File: config.mk
export PLATFORM = sky130hd
export DESIGN_NAME = i2c_mem_slave
export DESIGN_NICKNAME = d
export VERILOG_FILES = /design/src/rtl/i2c_mem_slave.sv
export SDC_FILE = /design/constraint.sdc
export NUM_CORES = 2
export LEC_CHECK = 0
export CAP_MARGIN = 20
export CORE_MARGIN = 2
export CORE_UTILIZATION = 50
export CTS_CLUSTER_SIZE = 10
export DETAILED_ROUTE_END_ITERATION = 8
export PLACE_DENSITY = 0.62
export SLEW_MARGIN = 20
export SYNTH_ARGS = -nofsm -noshare
export SYNTH_HDL_FRONTEND = slang
export SYNTH_SLANG_ARGS = --single-unit
File: constraint.sdc
create_clock -name clk -period 11.8 [get_ports clk]
set_clock_uncertainty 0.15 [all_clocks]
set_input_delay 1.77 -clock clk [delete_from_list [all_inputs] [get_ports clk]]
set_output_delay 1.77 -clock clk [all_outputs]
set_load 0.1 [all_outputs]
File: src/rtl/i2c_mem_slave.sv
// I2C byte-memory slave: 7-bit device address, 1- or 2-byte register pointer,
// auto-incrementing sequential reads and writes over an oversampled bus.
module i2c_mem_slave #(
    parameter logic [6:0] DEV_ADDR    = 7'h50,
    parameter int         ADDR_BYTES  = 1,
    parameter int         DEPTH       = 256,
    parameter int         SYNC_STAGES = 2
) (
    input  logic                     clk,
    input  logic                     rst,
    input  logic                     scl_i,
    input  logic                     sda_i,
    output logic                     sda_oe_o,
    output logic                     busy_o,
    output logic                     wr_stb_o,
    output logic [$clog2(DEPTH)-1:0] wr_addr_o,
    output logic [7:0]               wr_data_o
);

    localparam int              AW         = $clog2(DEPTH);
    localparam logic [1:0]      LAST_ABYTE = 2'(ADDR_BYTES - 1);
    localparam logic [AW-1:0]   PTR_ONE    = {{(AW-1){1'b0}}, 1'b1};

    typedef enum logic [3:0] {
        IDLE, DEV, DEV_ACK, ADDR, ADDR_ACK, WDATA, WDATA_ACK, RDATA, RDATA_ACK, IGNORE
    } state_t;

    logic [SYNC_STAGES-1:0] scl_sync_q, sda_sync_q;
    logic                   scl_prev_q, sda_prev_q;
    logic                   scl_s, sda_s, scl_rise_s, scl_fall_s, start_s, stop_s;
    state_t                 state_q, state_d;
    logic [3:0]             bit_cnt_q, bit_cnt_d;
    logic [6:0]             shift_q, shift_d;
    logic [7:0]             byte_s;
    logic                   rw_q, rw_d;
    logic [7:0]             addr_q, addr_d;
    logic [1:0]             abyte_q, abyte_d;
    logic [AW-1:0]          ptr_q, ptr_d;
    logic                   sda_oe_q, sda_oe_d, busy_q, busy_d, wr_stb_q, wr_stb_d;
    logic [AW-1:0]          wr_addr_q, wr_addr_d;
    logic [7:0]             wr_data_q, wr_data_d;
    logic                   mem_we_s;
    logic [7:0]             mem_q [DEPTH];
    logic [7:0]             rd_q;

    // Bus synchronisers plus one delayed copy for edge detection
    always_ff @(posedge clk) begin
        if (rst) begin
            scl_sync_q <= {SYNC_STAGES{1'b1}};
            sda_sync_q <= {SYNC_STAGES{1'b1}};
            scl_prev_q <= 1'b1;
            sda_prev_q <= 1'b1;
        end else begin
            scl_sync_q <= {scl_sync_q[SYNC_STAGES-2:0], scl_i};
            sda_sync_q <= {sda_sync_q[SYNC_STAGES-2:0], sda_i};
            scl_prev_q <= scl_s;
            sda_prev_q <= sda_s;
        end
    end

    assign scl_s      = scl_sync_q[SYNC_STAGES-1];
    assign sda_s      = sda_sync_q[SYNC_STAGES-1];
    assign scl_rise_s = scl_s & ~scl_prev_q;
    assign scl_fall_s = ~scl_s & scl_prev_q;
    assign start_s    = scl_s & scl_prev_q & sda_prev_q & ~sda_s;
    assign stop_s     = scl_s & scl_prev_q & ~sda_prev_q & sda_s;
    assign byte_s     = {shift_q, sda_s};

    // Protocol state and output registers
    always_ff @(posedge clk) begin
        if (rst) begin
            state_q   <= IDLE;
            bit_cnt_q <= 4'd0;
            shift_q   <= 7'h00;
            rw_q      <= 1'b0;
            addr_q    <= 8'h00;
            abyte_q   <= 2'd0;
            ptr_q     <= {AW{1'b0}};
            sda_oe_q  <= 1'b0;
            busy_q    <= 1'b0;
            wr_stb_q  <= 1'b0;
            wr_addr_q <= {AW{1'b0}};
            wr_data_q <= 8'h00;
        end else begin
            state_q   <= state_d;
            bit_cnt_q <= bit_cnt_d;
            shift_q   <= shift_d;
            rw_q      <= rw_d;
            addr_q    <= addr_d;
            abyte_q   <= abyte_d;
            ptr_q     <= ptr_d;
            sda_oe_q  <= sda_oe_d;
            busy_q    <= busy_d;
            wr_stb_q  <= wr_stb_d;
            wr_addr_q <= wr_addr_d;
            wr_data_q <= wr_data_d;
        end
    end

    // Single-port byte RAM: the pointer is the only address for both write and read
    always_ff @(posedge clk) begin
        if (mem_we_s) begin
            mem_q[ptr_q] <= byte_s;
        end
        rd_q <= mem_q[ptr_q];
    end

    // Next-state logic; bit_cnt 8 marks the ACK slot start, 9 its second half
    always_comb begin
        state_d   = state_q;
        bit_cnt_d = bit_cnt_q;
        shift_d   = shift_q;
        rw_d      = rw_q;
        addr_d    = addr_q;
        abyte_d   = abyte_q;
        ptr_d     = ptr_q;
        sda_oe_d  = sda_oe_q;
        busy_d    = busy_q;
        wr_stb_d  = 1'b0;
        wr_addr_d = wr_addr_q;
        wr_data_d = wr_data_q;
        mem_we_s  = 1'b0;
        if (start_s) begin
            state_d   = DEV;
            bit_cnt_d = 4'd0;
            sda_oe_d  = 1'b0;
        end else if (stop_s) begin
            state_d   = IDLE;
            bit_cnt_d = 4'd0;
            sda_oe_d  = 1'b0;
            busy_d    = 1'b0;
        end else begin
            case (state_q)
                DEV, ADDR, WDATA: begin
                    sda_oe_d = 1'b0;
                    if (scl_rise_s) begin
                        shift_d   = byte_s[6:0];
                        bit_cnt_d = bit_cnt_q + 4'd1;
                        if (bit_cnt_q == 4'd7) begin
                            case (state_q)
                                DEV: begin
                                    if (byte_s[7:1] == DEV_ADDR) begin
                                        state_d = DEV_ACK;
                                        rw_d    = byte_s[0];
                                        busy_d  = 1'b1;
                                        abyte_d = 2'd0;
                                        addr_d  = 8'h00;
                                    end else begin
                                        state_d = IGNORE;
                                    end
                                end
                                ADDR: begin
                                    state_d = ADDR_ACK;
                                    addr_d  = byte_s;
                                    if (abyte_q == LAST_ABYTE) begin
                                        ptr_d = AW'({addr_q, byte_s});
                                    end else begin
                                        ptr_d = ptr_q;
                                    end
                                end
                                WDATA: begin
                                    state_d   = WDATA_ACK;
                                    mem_we_s  = 1'b1;
                                    wr_stb_d  = 1'b1;
                                    wr_addr_d = ptr_q;
                                    wr_data_d = byte_s;
                                    ptr_d     = ptr_q + PTR_ONE;
                                end
                                default: state_d = IGNORE;
                            endcase
                        end else begin
                            state_d = state_q;
                        end
                    end else begin
                        bit_cnt_d = bit_cnt_q;
                    end
                end
                DEV_ACK, ADDR_ACK, WDATA_ACK: begin
                    if (scl_fall_s) begin
                        if (bit_cnt_q == 4'd8) begin
                            sda_oe_d = 1'b1;
                        end else begin
                            sda_oe_d  = 1'b0;
                            bit_cnt_d = 4'd0;
                            case (state_q)
                                DEV_ACK: begin
                                    if (rw_q) begin
                                        state_d  = RDATA;
                                        sda_oe_d = ~rd_q[7];
                                    end else begin
                                        state_d = ADDR;
                                    end
                                end
                                ADDR_ACK: begin
                                    abyte_d = abyte_q + 2'd1;
                                    state_d = (abyte_q == LAST_ABYTE) ? WDATA : ADDR;
                                end
                                default: state_d = WDATA;
                            endcase
                        end
                    end else if (scl_rise_s) begin
                        bit_cnt_d = 4'd9;
                    end else begin
                        bit_cnt_d = bit_cnt_q;
                    end
                end
                RDATA: begin
                    if (scl_rise_s) begin
                        bit_cnt_d = bit_cnt_q + 4'd1;
                        if (bit_cnt_q == 4'd7) begin
                            state_d = RDATA_ACK;
                            ptr_d   = ptr_q + PTR_ONE;
                        end else begin
                            state_d = RDATA;
                        end
                    end else if (scl_fall_s) begin
                        sda_oe_d = ~rd_q[~bit_cnt_q[2:0]];
                    end else begin
                        sda_oe_d = sda_oe_q;
                    end
                end
                RDATA_ACK: begin
                    if (scl_fall_s) begin
                        if (bit_cnt_q == 4'd9) begin
                            state_d   = RDATA;
                            bit_cnt_d = 4'd0;
                            sda_oe_d  = ~rd_q[7];
                        end else begin
                            sda_oe_d = 1'b0;
                        end
                    end else if (scl_rise_s) begin
                        if (!sda_s) begin
                            bit_cnt_d = 4'd9;
                        end else begin
                            state_d = IGNORE;
                        end
                    end else begin
                        bit_cnt_d = bit_cnt_q;
                    end
                end
                IDLE, IGNORE: sda_oe_d = 1'b0;
                default: begin
                    state_d  = IDLE;
                    sda_oe_d = 1'b0;
                end
            endcase
        end
    end

    assign sda_oe_o  = sda_oe_q;
    assign busy_o    = busy_q;
    assign wr_stb_o  = wr_stb_q;
    assign wr_addr_o = wr_addr_q;
    assign wr_data_o = wr_data_q;

endmodule

Word level (Yosys, flattened, before mapping)
Memories as Yosys holds them, arrays and structs flattened. A register that Yosys moved wholly into a read port is not among the register bits.
Index checks and enable logic that the tools add are counted.
{"block": "op_classes", "n_addsub": 3, "n_lt_le_gt_ge": 1, "n_eq_ne": 43, "mux": 67, "n_bitwise": 17, "n_reduce_logical": 25}
{"cell": "4-bit two-way mux", "count": 19}
{"cell": "8-bit two-way mux", "count": 5}
{"cell": "8-bit one-hot mux with 2 select lines", "count": 2}
{"cell": "3-bit inequality test, second input constant", "count": 9}
{"cell": "9-bit AND reduction", "count": 3}
{"cell": "1-bit two-way mux", "count": 25}
{"cell": "2-bit inequality test, second input constant", "count": 12}
{"cell": "4-bit one-hot mux with 3 select lines", "count": 2}
{"cell": "4-bit by 3-bit == test with 1-bit output, second input constant", "count": 5}
{"cell": "4-bit inequality test, second input constant", "count": 5}
{"cell": "4-bit one-hot mux with 5 select lines", "count": 1}
{"cell": "4-bit == test, second input constant", "count": 4}
{"cell": "5-bit inequality test, second input constant", "count": 3}
{"cell": "2-bit two-way mux", "count": 7}
{"cell": "7-bit AND reduction", "count": 2}
{"cell": "2-bit nonzero test", "count": 7}
{"cell": "6-bit AND reduction", "count": 2}
{"cell": "10-bit AND reduction", "count": 1}
{"cell": "1-bit NOT", "count": 9}
{"cell": "3-bit OR reduction", "count": 3}
{"cell": "8-bit by 1-bit adder with 8-bit output, second input constant", "count": 1}
{"cell": "4-bit by 2-bit == test with 1-bit output, second input constant", "count": 2}
{"cell": "4-bit one-hot mux with 2 select lines", "count": 1}
{"cell": "4-bit AND reduction", "count": 2}
{"cell": "other kinds (17)", "count": 24}
{"block": "word_totals", "regBits": 51, "ramBits": 2048, "in_bits": 4, "word_cells": 173, "memories": 1}
{"memory": "mem_q", "depth": 256, "width": 8, "rd": 1, "rd_clocked_by_memory_dff": 1, "wr": 1, "line_no": "43", "rtl": "logic [7:0] mem_q [DEPTH];"}

Longest topological paths before layout
{"block": "logic_depth", "word_depth": 9, "ltp_mapped": 10, "mapped_depth_nobuf": 7}

Least setup slack after synthesis
OpenSTA, ideal clock, no wires.
{"block": "synth_timing", "kind": "register to register", "start": "reg sda_sync_q[1]", "end": "mem mem_q[200][0] (enable)", "setup_ns": 0.383, "t_arrival_ns": 5.715, "path_slack_ns": 5.552, "path_stages_with_launch": 7, "synth_period_minus_slack_ns": 6.248, "cell_sequence": "dfxtp_1 -> xor2_1 -> a21oi_1 -> and3_1 -> clkbuf_1 -> nand3_1 -> nor3_1"}
{"block": "synth_between", "elab_chain_len": 5, "elab_cells_between_ends": 7, "cone_classes": "mux (4); bitwise (3)"}
{"item": "start: declaration", "line_no": "28", "rtl": "logic [SYNC_STAGES-1:0] scl_sync_q, sda_sync_q;"}
{"item": "start signal: assignment", "line_no": "50", "rtl": "sda_sync_q <= {SYNC_STAGES{1'b1}};"}
{"item": "start signal: assignment", "line_no": "55", "rtl": "sda_sync_q <= {sda_sync_q[SYNC_STAGES-2:0], sda_i};"}
{"item": "1-bit AND / 1-bit NOT (equally long branches)", "line_no": "66, 65"}
{"item": "1-bit two-way mux / 1-bit AND (equally long branches)"}
{"item": "1-bit two-way mux *"}
{"item": "1-bit two-way mux *", "line_no": "102", "rtl": "if (mem_we_s) begin"}
{"item": "1-bit two-way mux (not written as such) *", "line_no": "103", "rtl": "mem_q[ptr_q] <= byte_s;"}
{"item": "end: declaration", "line_no": "43"}
Mark *: on every way between the ends. The rest lies on a longest branch, timed or not.

==> reports/results.tsv <==
metric	value	unit
Min Clock Period, post-route	5320	ps
CP cell instances	buf_4 > buf_4 > buf_4 > mux4_2 > a22oi_1 > a21oi_1 > o41ai_1 > nand4_1	
Post-synth ARST share	0	
Crit path top cell by count	buf_4	
Routed WL	199000	um
first-pass GRT wire length	288000	um
Seq cells post-synth	2107	
P&R area growth vs syn	11.6	%
post-synthesis sequential area ratio	0.772	
CORE AREA	0.161	mm2
clock tree sinks	2107	
min-delay src	scl_sync_q[0]	
unrepaired setup endpoints after global routing	no	
post-CTS sizing	0	
I/O pins	23	
Post-synth top flop	edfxtp_1	
Place WS	6520	ps
power per cell area	162	mW/mm2
Worst path slowest cell	o41ai_1	
Detailed Routing Iterations Pass 1	6	
largest net degree at the start of global routing	203	
Max-Cap Viols	0	
Slew HR	0.163	
mapped cell area	0.0811	mm2
Cell Rows	147	
post-CTS setup buffer count	0	
CP max stage delay	1070	ps
Worst Max-Slew Pin Slew	1240	ps
Post-Syn Instances	3874	
hold_buf cts	0	
Die Ht	407	um
Final setup viols	0	
utilization after layout	0.563	
starting density of the core	0.504	
post-placement cell area	0.0840	mm2
DRC Markers	0	
commonest cells after routing, fill and taps aside	edfxtp_1 (2048), mux4_2 (514), nor2_1 (273)	
Post-Route Setup TNS	0	ps
CTS tree	yes	
Final Hold Vio Count	0	
EDFF count, synth	2048	
Worst VDD drop	0.151	mV
gr usage total	0.244	
via count	39700	
Worst Setup SP	ptr_q[1]	
initial antenna violation count	2	
Iteration-0 DRC Markers	5178	
Port-buffer cells	22	
vias in the first global route	40400	
Critical Path Source Type	flop	
mean area per synthesized cell	20.9	um2
flop2flop setup slack	6480	ps
R2R Path Start	ptr_q[1]	
CP endpoint kind	flop	
minimum hold slack	262	ps
grt ovf	0	
CTS Buf Count	231	
most common cell after layout, fill and taps aside	edfxtp_1	
WL/cell	31.8	um
Synthesized Nets	3889	
leakage power	0.0272	uW
RR Endpoint	rd_q[5]	
Vias/cell	6.37	
root buffer cell	clkbuf_16	
Tcrit/Tclk final	0.451	
Design Area, Final	0.0905	mm2
Final Slew Violations	0	
nets@finish	3989	
worst-case reg-to-reg path depth	8	
Hold WC Path Type	flop to flop	
Hold EP	scl_sync_q[1]	
final setup margin	6480	ps
remaining antenna violation count	0	
Clock Latency Late Sink	870	ps
post-synthesis cell type count	53	
outcome	completed	
WP data required	12350	ps
FMAX	0.188	GHz
Reg clk slew, reported paths	60	ps
ratio of cells with drive above 1 in the final layout	0.229	
critical path fanouts, max	52	
DIE AREA	0.166	mm2
htree depth	4	
Worst Path Arrival	5870	ps
dpl hpwl	113000	um
Die Wd	407	um
critical path class	flop to flop	
hold depth	1	
synth warn	0	
Clock Tree Buf Depth	3	
GP Congestion	0.816	
-- registers in the layout, summed over array words and instances, names as in the netlist, 2 cells and up --
name        flops
scl_sync_q      2
ptr_q           8
shift_q         7
wr_addr_o       8
bit_cnt_q       4
state_q         4
sda_sync_q      2
wr_data_o       8
mem_q        2048
abyte_q         2
rd_q            8
-- synthesized netlist by cell type (14+ instances only) --
cell      number  area [um2]
buf_4         17         128
dfxtp_1       59        1180
clkbuf_1     152         571
nand2_1       67         251
buf_1         31         116
edfxtp_1    2048       61500
nand3_1       18        90.1
nor3_1        20         100
buf_2         46         230
nor2_1       274        1030
nand4_1       14        87.6
mux4_2       514       11600
a22oi_1      258        1940
a21oi_1      166         831
o41ai_1       32         280
-- per-layer routing --
layer	up-vias	track usage	share of wire
li1	16400	-	-
met1	21300	0.351	0.41
met2	1733	0.382	0.48
met3	291	0.0478	0.079
met4	2	0.0710	0.025
met5	-	0	0.000050
-- critical path: cells and delay by family, from the launching register on --
family | cells | cell delay [ps]
buffers and inverters | 3 | 2120
AO/OA/AOI/OAI | 3 | 1560
flip-flops | 1 | 660
multiplexers | 1 | 400
AND/OR/NAND/NOR | 1 | 150
-- cells by family (layout without fill, tap and decap cells) --
logic type                 count (synthesis)  in the layout  synth area share
xor gates and xnor gates                   1              1          0.000108
AOI/OAI and AO/OA                        507            507            0.0424
buffers and inverters                    271            472            0.0151
other                                      0              3                 0
muxes                                    525            525             0.144
and+or+nand+nor                          452            452            0.0242
adders and majority gates                 11             11           0.00170
DFF                                     2107           2107             0.772
-- metrics by stage --
step           power [uW]  instances
6_report            14700       6238
5_1_grt             15100       6235
3_3_place_gp         8450       5890
4_1_cts             14700       6233
2_1_floorplan        8410       3874
3_5_place_dp         8450       5899
-- how the worst max path moves through the flow --
stage / to / slack (ps) / cells after the start
global placement: rd_q[1] / 5390 / 8
floorplan: mem_q[200][0] / 5550 / 6
detailed placement: rd_q[2] / 6520 / 8
global route: rd_q[3] / 6310 / 8
CTS: rd_q[2] / 6500 / 8
finish: rd_q[5] / 6480 / 8
-- final cells by class --
type	count	area (um2)
diodes	3	7.51
clock buffers	315	6130
clock inverters	19	352
fillers	11800	70400
inverters	13	48.8
multi-input cells	1496	17500
flip-flops and latches	2107	62700
well taps	2160	2700
repair buffers	125	1100
-- power by group --
part / leakage (uW) / internal [uW] / switching (uW)
combinational: 0.00480 / 60.9 / 96.8
sequential: 0.0193 / 8110 / 35.1
clock: 0.00311 / 3590 / 2770
(Power assumes the default switching activity.)
